`config.mk`:
```
export PLATFORM = sky130hd
export DESIGN_NAME = pc_predict_unit_flat
export DESIGN_NICKNAME = d
export VERILOG_FILES = /design/src/rtl/pc_predict_if.sv /design/src/rtl/pc_predict_unit.sv /design/src/flat_wrapper.sv
export SDC_FILE = /design/constraint.sdc
export NUM_CORES = 2
export LEC_CHECK = 0
export CORE_ASPECT_RATIO = 1.25
export CORE_MARGIN = 2
export CORE_UTILIZATION = 45
export CTS_CLUSTER_SIZE = 28
export DETAILED_ROUTE_END_ITERATION = 10
export GPL_TIMING_DRIVEN = 0
export PLACE_DENSITY_LB_ADDON = 0.1
export SYNTH_ARGS = -nofsm -noshare
export SYNTH_HDL_FRONTEND = slang
export SYNTH_SLANG_ARGS = --single-unit
export TNS_END_PERCENT = 30
```
`constraint.sdc`:
```
create_clock -name clk_i -period 15.7 [get_ports clk_i]
set_input_delay 3.14 -clock clk_i [delete_from_list [all_inputs] [get_ports clk_i]]
set_output_delay 3.14 -clock clk_i [all_outputs]
set_load 0.02 [all_outputs]
```
`src/rtl/pc_predict_if.sv`:
```
// Fetch-side bundle of the PC predictor: redirect controls, EX-stage resolutions in,
// fetch PC and prediction out. The master drives requests; the predictor is the slave.
interface pc_predict_if #(
    parameter int XLEN      = 32,
    parameter int ADDR_BITS = 10
);
    logic                 enable;
    logic                 exc_req;
    logic                 res_valid;
    logic [XLEN-1:0]      res_pc;
    logic                 res_taken;
    logic [XLEN-1:0]      res_target;
    logic                 res_pred_taken;
    logic [XLEN-1:0]      res_pred_target;
    logic [XLEN-1:0]      pc_out;
    logic [XLEN-1:0]      normal_pc;
    logic [ADDR_BITS-1:0] addr;
    logic                 pred_taken;
    logic [XLEN-1:0]      pred_target;
    logic                 flush;
    logic [31:0]          mispredict_cnt;

    modport master (
        output enable, exc_req, res_valid, res_pc, res_taken, res_target,
               res_pred_taken, res_pred_target,
        input  pc_out, normal_pc, addr, pred_taken, pred_target, flush, mispredict_cnt
    );

    modport slave (
        input  enable, exc_req, res_valid, res_pc, res_taken, res_target,
               res_pred_taken, res_pred_target,
        output pc_out, normal_pc, addr, pred_taken, pred_target, flush, mispredict_cnt
    );
endinterface

```
`src/rtl/pc_predict_unit.sv`:
```
// Fetch PC register with a direct-mapped BTB and 2-bit counters; EX-stage resolutions
// train the BTB and redirect the PC on misprediction or exception.
module pc_predict_unit #(
    parameter int              XLEN        = 32,
    parameter int              ADDR_BITS   = 10,
    parameter int              BTB_ENTRIES = 16,
    parameter logic [XLEN-1:0] RESET_PC    = {XLEN{1'b0}},
    parameter logic [XLEN-1:0] EXC_VECTOR  = XLEN'(32'h0000_0800)
) (
    input logic          clk_i,
    input logic          rst_i,
    pc_predict_if.slave  bus
);
    localparam int              IDX     = $clog2(BTB_ENTRIES);
    localparam int              TAG_W   = XLEN - IDX - 2;
    localparam logic [XLEN-1:0] PC_STEP = XLEN'(32'd4);

    logic [XLEN-1:0]  pc_q;
    logic [XLEN-1:0]  pc_d;
    logic [31:0]      mcnt_q;
    logic [31:0]      mcnt_d;

    logic             btb_valid_q [BTB_ENTRIES];
    logic [TAG_W-1:0] btb_tag_q   [BTB_ENTRIES];
    logic [XLEN-1:0]  btb_tgt_q   [BTB_ENTRIES];
    logic [1:0]       btb_ctr_q   [BTB_ENTRIES];

    logic [IDX-1:0]   look_idx_s;
    logic             look_hit_s;
    logic             pred_taken_s;
    logic [XLEN-1:0]  pred_target_s;
    logic [XLEN-1:0]  normal_pc_s;
    logic [IDX-1:0]   res_idx_s;
    logic             res_hit_s;
    logic             mispredict_s;
    logic             btb_upd_s;

    function automatic logic [1:0] ctr_step(input logic [1:0] ctr, input logic taken);
        logic [1:0] nxt;
        if (taken) begin
            nxt = (ctr == 2'd3) ? 2'd3 : ctr + 2'd1;
        end else begin
            nxt = (ctr == 2'd0) ? 2'd0 : ctr - 2'd1;
        end
        return nxt;
    endfunction

    // Combinational BTB lookup for the current fetch PC and for the resolving PC.
    always_comb begin
        look_idx_s    = pc_q[IDX+1:2];
        look_hit_s    = btb_valid_q[look_idx_s] && (btb_tag_q[look_idx_s] == pc_q[XLEN-1:IDX+2]);
        pred_taken_s  = look_hit_s && btb_ctr_q[look_idx_s][1];
        pred_target_s = look_hit_s ? btb_tgt_q[look_idx_s] : {XLEN{1'b0}};
        normal_pc_s   = pc_q + PC_STEP;
        res_idx_s     = bus.res_pc[IDX+1:2];
        res_hit_s     = btb_valid_q[res_idx_s] && (btb_tag_q[res_idx_s] == bus.res_pc[XLEN-1:IDX+2]);
        mispredict_s  = bus.res_valid &&
                        ((bus.res_pred_taken != bus.res_taken) ||
                         (bus.res_taken && (bus.res_pred_target != bus.res_target)));
        btb_upd_s     = bus.res_valid && !bus.exc_req;
    end

    // Next-PC priority: exception, mispredict repair, stall, prediction, sequential.
    always_comb begin
        pc_d = normal_pc_s;
        if (bus.exc_req) begin
            pc_d = EXC_VECTOR;
        end else if (mispredict_s) begin
            pc_d = bus.res_taken ? bus.res_target : (bus.res_pc + PC_STEP);
        end else if (!bus.enable) begin
            pc_d = pc_q;
        end else if (pred_taken_s) begin
            pc_d = pred_target_s;
        end else begin
            pc_d = normal_pc_s;
        end
    end

    // Saturating mispredict counter next state.
    always_comb begin
        mcnt_d = mcnt_q;
        if (mispredict_s && (mcnt_q != 32'hFFFF_FFFF)) begin
            mcnt_d = mcnt_q + 32'd1;
        end else begin
            mcnt_d = mcnt_q;
        end
    end

    // PC and mispredict counter registers.
    always_ff @(posedge clk_i) begin
        if (rst_i) begin
            pc_q   <= RESET_PC;
            mcnt_q <= 32'd0;
        end else begin
            pc_q   <= pc_d;
            mcnt_q <= mcnt_d;
        end
    end

    // BTB training; hits adjust the counter, taken misses allocate at weakly-taken.
    always_ff @(posedge clk_i) begin
        if (rst_i) begin
            for (int i = 0; i < BTB_ENTRIES; i++) begin
                btb_valid_q[i] <= 1'b0;
                btb_tag_q[i]   <= {TAG_W{1'b0}};
                btb_tgt_q[i]   <= {XLEN{1'b0}};
                btb_ctr_q[i]   <= 2'd0;
            end
        end else if (btb_upd_s) begin
            if (res_hit_s) begin
                btb_ctr_q[res_idx_s] <= ctr_step(btb_ctr_q[res_idx_s], bus.res_taken);
                if (bus.res_taken) begin
                    btb_tgt_q[res_idx_s] <= bus.res_target;
                end
            end else if (bus.res_taken) begin
                btb_valid_q[res_idx_s] <= 1'b1;
                btb_tag_q[res_idx_s]   <= bus.res_pc[XLEN-1:IDX+2];
                btb_tgt_q[res_idx_s]   <= bus.res_target;
                btb_ctr_q[res_idx_s]   <= 2'd2;
            end
        end
    end

    assign bus.pc_out         = pc_q;
    assign bus.normal_pc      = normal_pc_s;
    assign bus.addr           = pc_q[ADDR_BITS+1:2];
    assign bus.pred_taken     = pred_taken_s;
    assign bus.pred_target    = pred_target_s;
    assign bus.flush          = bus.exc_req || mispredict_s;
    assign bus.mispredict_cnt = mcnt_q;
endmodule

```
`src/flat_wrapper.sv`:
```
// flat-port wrapper written by rule: the top's interface ports become plain ports
module pc_predict_unit_flat 
#(
    parameter int              XLEN        = 32,
    parameter int              ADDR_BITS   = 10,
    parameter int              BTB_ENTRIES = 16,
    parameter logic [XLEN-1:0] RESET_PC    = {XLEN{1'b0}},
    parameter logic [XLEN-1:0] EXC_VECTOR  = XLEN'(32'h0000_0800)
)
  (clk_i, rst_i, bus_enable, bus_exc_req, bus_res_valid, bus_res_pc, bus_res_taken, bus_res_target, bus_res_pred_taken, bus_res_pred_target, bus_pc_out, bus_normal_pc, bus_addr, bus_pred_taken, bus_pred_target, bus_flush, bus_mispredict_cnt);
  pc_predict_if #(.XLEN(XLEN), .ADDR_BITS(ADDR_BITS)) bus_i ();
  input logic clk_i;
  input logic rst_i;
  input wire logic [$bits(bus_i.enable)-1:0] bus_enable;
  input wire logic [$bits(bus_i.exc_req)-1:0] bus_exc_req;
  input wire logic [$bits(bus_i.res_valid)-1:0] bus_res_valid;
  input wire logic [$bits(bus_i.res_pc)-1:0] bus_res_pc;
  input wire logic [$bits(bus_i.res_taken)-1:0] bus_res_taken;
  input wire logic [$bits(bus_i.res_target)-1:0] bus_res_target;
  input wire logic [$bits(bus_i.res_pred_taken)-1:0] bus_res_pred_taken;
  input wire logic [$bits(bus_i.res_pred_target)-1:0] bus_res_pred_target;
  output wire logic [$bits(bus_i.pc_out)-1:0] bus_pc_out;
  output wire logic [$bits(bus_i.normal_pc)-1:0] bus_normal_pc;
  output wire logic [$bits(bus_i.addr)-1:0] bus_addr;
  output wire logic [$bits(bus_i.pred_taken)-1:0] bus_pred_taken;
  output wire logic [$bits(bus_i.pred_target)-1:0] bus_pred_target;
  output wire logic [$bits(bus_i.flush)-1:0] bus_flush;
  output wire logic [$bits(bus_i.mispredict_cnt)-1:0] bus_mispredict_cnt;
  assign bus_i.enable = bus_enable;
  assign bus_i.exc_req = bus_exc_req;
  assign bus_i.res_valid = bus_res_valid;
  assign bus_i.res_pc = bus_res_pc;
  assign bus_i.res_taken = bus_res_taken;
  assign bus_i.res_target = bus_res_target;
  assign bus_i.res_pred_taken = bus_res_pred_taken;
  assign bus_i.res_pred_target = bus_res_pred_target;
  assign bus_pc_out = bus_i.pc_out;
  assign bus_normal_pc = bus_i.normal_pc;
  assign bus_addr = bus_i.addr;
  assign bus_pred_taken = bus_i.pred_taken;
  assign bus_pred_target = bus_i.pred_target;
  assign bus_flush = bus_i.flush;
  assign bus_mispredict_cnt = bus_i.mispredict_cnt;
  pc_predict_unit #(.XLEN(XLEN), .ADDR_BITS(ADDR_BITS), .BTB_ENTRIES(BTB_ENTRIES), .RESET_PC(RESET_PC), .EXC_VECTOR(EXC_VECTOR)) u_core (.clk_i(clk_i), .rst_i(rst_i), .bus(bus_i));
endmodule
```
After elaboration in Yosys (flattened, before gate mapping)
Memories as Yosys holds them, arrays and structs flattened. A register that Yosys moved wholly into a read port is not among the register bits.
Cells that the tools add are included.
- RAM bits: 976
- ROM bits: 0
- latch bits: 0
- register bits after elaboration: 64
- memories kept: 4
- output and inout bits: 140
- $mul: 0
- $add $sub $neg: 5
- shift operators: 0
- $lt $le $gt $ge: 0
- reduce and logical (&&, ||, !) cells: 18
- divide/modulo/power cells: 0
- bitwise gates (word level): 2
- equality and inequality tests: 6
- mux-type cells: 49
- memory list (memory ; words ; width ; read ports ; clocked after Yosys merged registers in ; write ports ; line ; RTL):
    u_core.btb_tgt_q ; 16 ; 32 ; 1 ; 1 ; 16 ; pc_predict_unit.sv:25 ; logic [XLEN-1:0] btb_tgt_q [BTB_ENTRIES];
    u_core.btb_tag_q ; 16 ; 26 ; 2 ; 1 ; 16 ; pc_predict_unit.sv:24 ; logic [TAG_W-1:0] btb_tag_q [BTB_ENTRIES];
    u_core.btb_ctr_q ; 16 ; 2 ; 2 ; 1 ; 16 ; pc_predict_unit.sv:26 ; logic [1:0] btb_ctr_q [BTB_ENTRIES];
    u_core.btb_valid_q ; 16 ; 1 ; 2 ; 1 ; 16 ; pc_predict_unit.sv:23 ; logic btb_valid_q [BTB_ENTRIES];
- operator list (operator ; count):
    two-way mux 32 bit ; 7
    adder 32 x 3 -> 32 bit, second input constant ; 2
    == test 26 bit ; 2
    two-way mux 4 bit ; 12
    adder 32 x 1 -> 32 bit, second input constant ; 1
    inequality test 32 bit ; 1
    inequality test 32 bit, second input constant ; 1
    OR reduction 32 bit ; 1
    two-way mux 26 bit ; 1
    OR reduction 26 bit ; 1
    two-way mux 1 bit ; 20
    two-way mux 2 bit ; 8
    two-way mux 12 bit ; 1
    logical AND 1 bit ; 7
    OR reduction 2 bit ; 2
    nonzero test 3 bit ; 1
    adder 2 x 1 -> 2 bit, second input constant ; 1
    == test 2 bit, second input constant ; 1
    zero test 2 bit ; 1
    logical OR 1 bit ; 2
    OR 1 bit ; 2
    nonzero test 2 bit ; 1
    subtractor 2 x 1 -> 2 bit, second input constant ; 1
    zero test 1 bit ; 1
    2 further kinds ; 2

Depth between registers and ports, before layout
An unclocked memory read counts as a cell.
- word-level depth: 10
- depth in mapped cells: 18
- gate-level depth less buffers: 10

Least setup slack after synthesis
Ideal clock, no wire load.
- path type: input to output
- from: input port bus_res_target[24]
- to: output port bus_flush
- path slack: 7715 ps
- stages on the path: 9
- buffers on the path: 3
- data arrival time: 4845 ps
- required time: 12560 ps
- cells stage by stage: clkbuf_1 -> xnor2_1 -> nand4_1 -> nor4_1 -> and3_1 -> a31o_2 -> clkbuf_1 -> clkbuf_1 -> nand2b_1
- word-level cells in the longest chain between the ends: 5
- RTL lines (what ; line ; RTL):
    start: declaration ; flat_wrapper.sv:19 ; input wire logic [$bits(bus_i.res_target)-1:0] bus_res_target;
    inequality test 32 bit ; pc_predict_unit.sv:59 ; (bus.res_taken && (bus.res_pred_target != bus.res_target)));
    logical AND 1 bit ; pc_predict_unit.sv:59 ;
    logical OR 1 bit ; pc_predict_unit.sv:58 ; ((bus.res_pred_taken != bus.res_taken) ||
    logical AND 1 bit ; pc_predict_unit.sv:57 ; mispredict_s = bus.res_valid &&
    logical OR 1 bit ; pc_predict_unit.sv:129 ; assign bus.flush = bus.exc_req || mispredict_s;
    end: declaration ; flat_wrapper.sv:27 ; output wire logic [$bits(bus_i.flush)-1:0] bus_flush;
Every way passes these cells.

==> impl_metrics.tcl <==
set metrics [dict create \
    synthCells 3910 \
    clock_latency_ns 0.77 \
    synth-compound-area-share 0.0220 \
    die_h_um 393 \
    dieArea_um2 124000 \
    yosys_register_bits 1044 \
    cts_made_buffers 108 \
    clock-skew-final_ns 0.0379 \
    drt-total-wl_um 259000 \
    synthAdderAreaFrac 0.00138 \
    io_buffers 199 \
    p_per_area_nw_per_um2 109 \
    cts_tree "built" \
    grt_use_total 0.417 \
    drv_slew 55 \
    core_um2 120000 \
    synth_edf_count 960 \
    synth_area_um2 54500 \
    synth.area.top_cells "edfxtp_1, mux4_2, and3_1" \
    antenna_found_initial 21 \
    worstSetupStartpointType "flip-flop" \
    tightest_slew_ns 1.61 \
    synth_xor_area_frac 0.0254 \
    fin_nets 4340 \
    dr_total_vias 41600 \
    max_freq_mhz 84.8 \
    setup_viol 0 \
    syn-num-nets 4019 \
    antenna_left 0 \
    stdcell_area_um2 62400 \
    gp_congestion 1.06 \
    worstSetupEndpointType "primary output" \
    clockBufferDepth 3 \
    synth_most_common_cell "edfxtp_1" \
    cts_root_buf "clkbuf_16" \
    synth.top_cell.area_share 0.529 \
    synth_cell_types 72 \
    synth_top_family_by_area "multiplexers" \
    synth_flop_cell "edfxtp_1" \
    cts-resized-gates 0 \
    grt_pass1_vias 40500 \
    clkTransAtPathRegs_ns 0.07 \
    dp_hpwl_um 180000 \
    yosys.area.top_type "edfxtp_1" \
    first_iter_violations 6206 \
    synth-async-reset-ratio 0 \
    leakagePower_nw 23.6 \
    num_io_pins 243 \
    maxSlewHeadroom -0.0734 \
    h-tree-depth 3 \
    failed_checks "capacitance limit, slew limit" \
    grt_max_degree 33 \
    drc 0 \
    period_share 0.751 \
    cap_viol_max_count 7 \
    grt.overflow.total 0 \
    yosys_warnings 0 \
    grt_pass1_wl_um 345000 \
    synthToLayoutAreaGrowth_pct 14.5 \
    outcome "finished, violations left" \
    hp-start "u_core.btb_valid_q[14]" \
    crit_arrival_ns 8.65 \
    postLayoutCoreUtil 0.520 \
    fin_tns_setup_ns 0 \
    synthMuxAreaShare 0.190 \
    clock_sinks 1044 \
    layout-drive-gt1-share 0.167 \
    cts_hold_buf 0 \
    syn_area_per_cell_um2 13.9 \
    place_area_um2 58700 \
    rsz0062_at_grt "no" \
    post-cts-setup-buffer-count 0 \
    initial_core_util 0.454 \
    ys_seq_area_frac 0.560 \
    finalCriticalPeriod_ns 11.79 \
    ir_drop_v 0.0000942 \
    min_path_type "reg -> reg" \
    wl_per_cell_um 43.7 \
    synth-simple-area-share 0.161 \
    cp_max_fo 11 \
    die_w_um 315 \
    synth_commonest_cells "edfxtp_1, and3_1, mux4_2, clkbuf_1, xnor2_1" \
    dr.pass1.iters 7 \
    rows 142 \
    crit_type "reg -> out" \
    worstPathRequired_ns 12.56 \
    hold_viol 0 \
    avgViaCountPerCell 7.01 \
]
-- per-stage QoR --
stage	std cells	hold WS (ns)	power, mW	setup slack (ns)
after CTS	5905	0.475	6.76	4.33
after global routing	5908	0.498	6.90	4.08
after floorplan	3910	0.438	3.71	7.71
after global placement	5693	0.454	4.10	3.70
final	5927	0.475	6.82	3.91
after detailed placement	5704	0.461	4.11	4.75
-- cells in the final DEF, fill, tap and decap left out, drive strengths merged, types with 5 or more instances in the layout --
| cell | netlist | routed |
|---|---|---|
| a211oi | 6 | 6 |
| a21o | 19 | 19 |
| a21oi | 15 | 15 |
| a221oi | 6 | 6 |
| a22o | 6 | 6 |
| a22oi | 24 | 24 |
| a31oi | 12 | 12 |
| and2 | 56 | 56 |
| and3 | 923 | 923 |
| and4 | 6 | 6 |
| buf | 113 | 124 |
| bufinv | 0 | 15 |
| clkbuf | 384 | 525 |
| clkdlybuf4s50 | 0 | 199 |
| clkinv | 5 | 46 |
| dfxtp | 84 | 84 |
| diode | 0 | 21 |
| edfxtp | 960 | 960 |
| ha | 6 | 6 |
| inv | 21 | 24 |
| mux2 | 11 | 11 |
| mux2i | 97 | 97 |
| mux4 | 412 | 412 |
| nand2 | 100 | 100 |
| nand2b | 5 | 5 |
| nand3 | 60 | 60 |
| nand4 | 35 | 35 |
| nand4b | 7 | 7 |
| nor2 | 103 | 103 |
| nor2b | 77 | 77 |
| nor3 | 31 | 31 |
| nor3b | 6 | 6 |
| nor4 | 16 | 16 |
| o21ai | 66 | 66 |
| or2 | 34 | 34 |
| or3 | 9 | 9 |
| xnor2 | 114 | 114 |
| xor2 | 44 | 44 |
-- metal layers --
metal | up-vias | wire length, um | global-route usage | share of wire
li1 | 15900 | - | - | -
met1 | 21000 | 83700 | 0.473 | 0.32
met2 | 3643 | 118000 | 0.648 | 0.46
met3 | 1046 | 33800 | 0.143 | 0.13
met4 | 8 | 23700 | 0.322 | 0.091
met5 | - | 51 | 0 | 0.00020
-- sequential cells by signal, summed over array words and instances (netlist names), named ones only --
| name | flops |
|---|---|
| u_core.btb_ctr_q | 32 |
| u_core.btb_tag_q | 416 |
| u_core.btb_tgt_q | 512 |
| u_core.btb_valid_q | 16 |
| u_core.bus.mispredict_cnt | 32 |
| u_core.bus.pc_out | 30 |
-- final timing paths --
| path | endpoint | slack, ns | cells past startpoint |
|---|---|---|---|
| max | bus_pred_target[13] | 3.91 | 12 |
| min | u_core.btb_valid_q[14] | 0.47 | 1 |
| max reg2reg | u_core.bus.pc_out[13] | 8.15 | 12 |
| min reg2reg | u_core.btb_valid_q[14] | 0.47 | 1 |
-- area by class of cell --
type	instances	area [um^2]
Antenna cell	21	52.6
Buffer	497	2080
Clock buffer	140	2890
Clock inverter	61	711
Fill cell	10400	57600
Inverter	26	103
Multi-Input combinational cell	2343	21800
Sequential cell	1044	30500
Tap cell	1584	1980
Timing Repair Buffer	211	2250
-- cell families (layout without fill, tap and decap cells) --
logic type,after synthesis,after routing
compound gates,183,183
xor+xnor,158,158
fa+ha+maj,6,6
buf+inv,523,935
flops,1044,1044
mux,520,520
other cells,0,21
simple gates,1476,1476
-- worst max-delay path: stages, from the launching register on --
cell,delay [ns]
dfxtp_1,0.32
buf_4,0.28
buf_2,0.61
buf_4,0.47
buf_2,0.64
buf_2,0.52
buf_1,1.14
clkbuf_1,1.03
clkbuf_1,0.94
mux4_2,0.45
mux4_2,0.63
nor2b_1,0.19
clkdlybuf4s50_1,0.55
-- report_power, final --
| group | switching, mW | internal [mW] | total (mW) |
|---|---|---|---|
| registers | 0.0693 | 3.17 | 3.24 |
| clock network | 1.19 | 1.54 | 2.73 |
| logic | 0.553 | 0.299 | 0.852 |
| total | 1.81 | 5.01 | 6.82 |
Power figures use the tool's default switching activity.
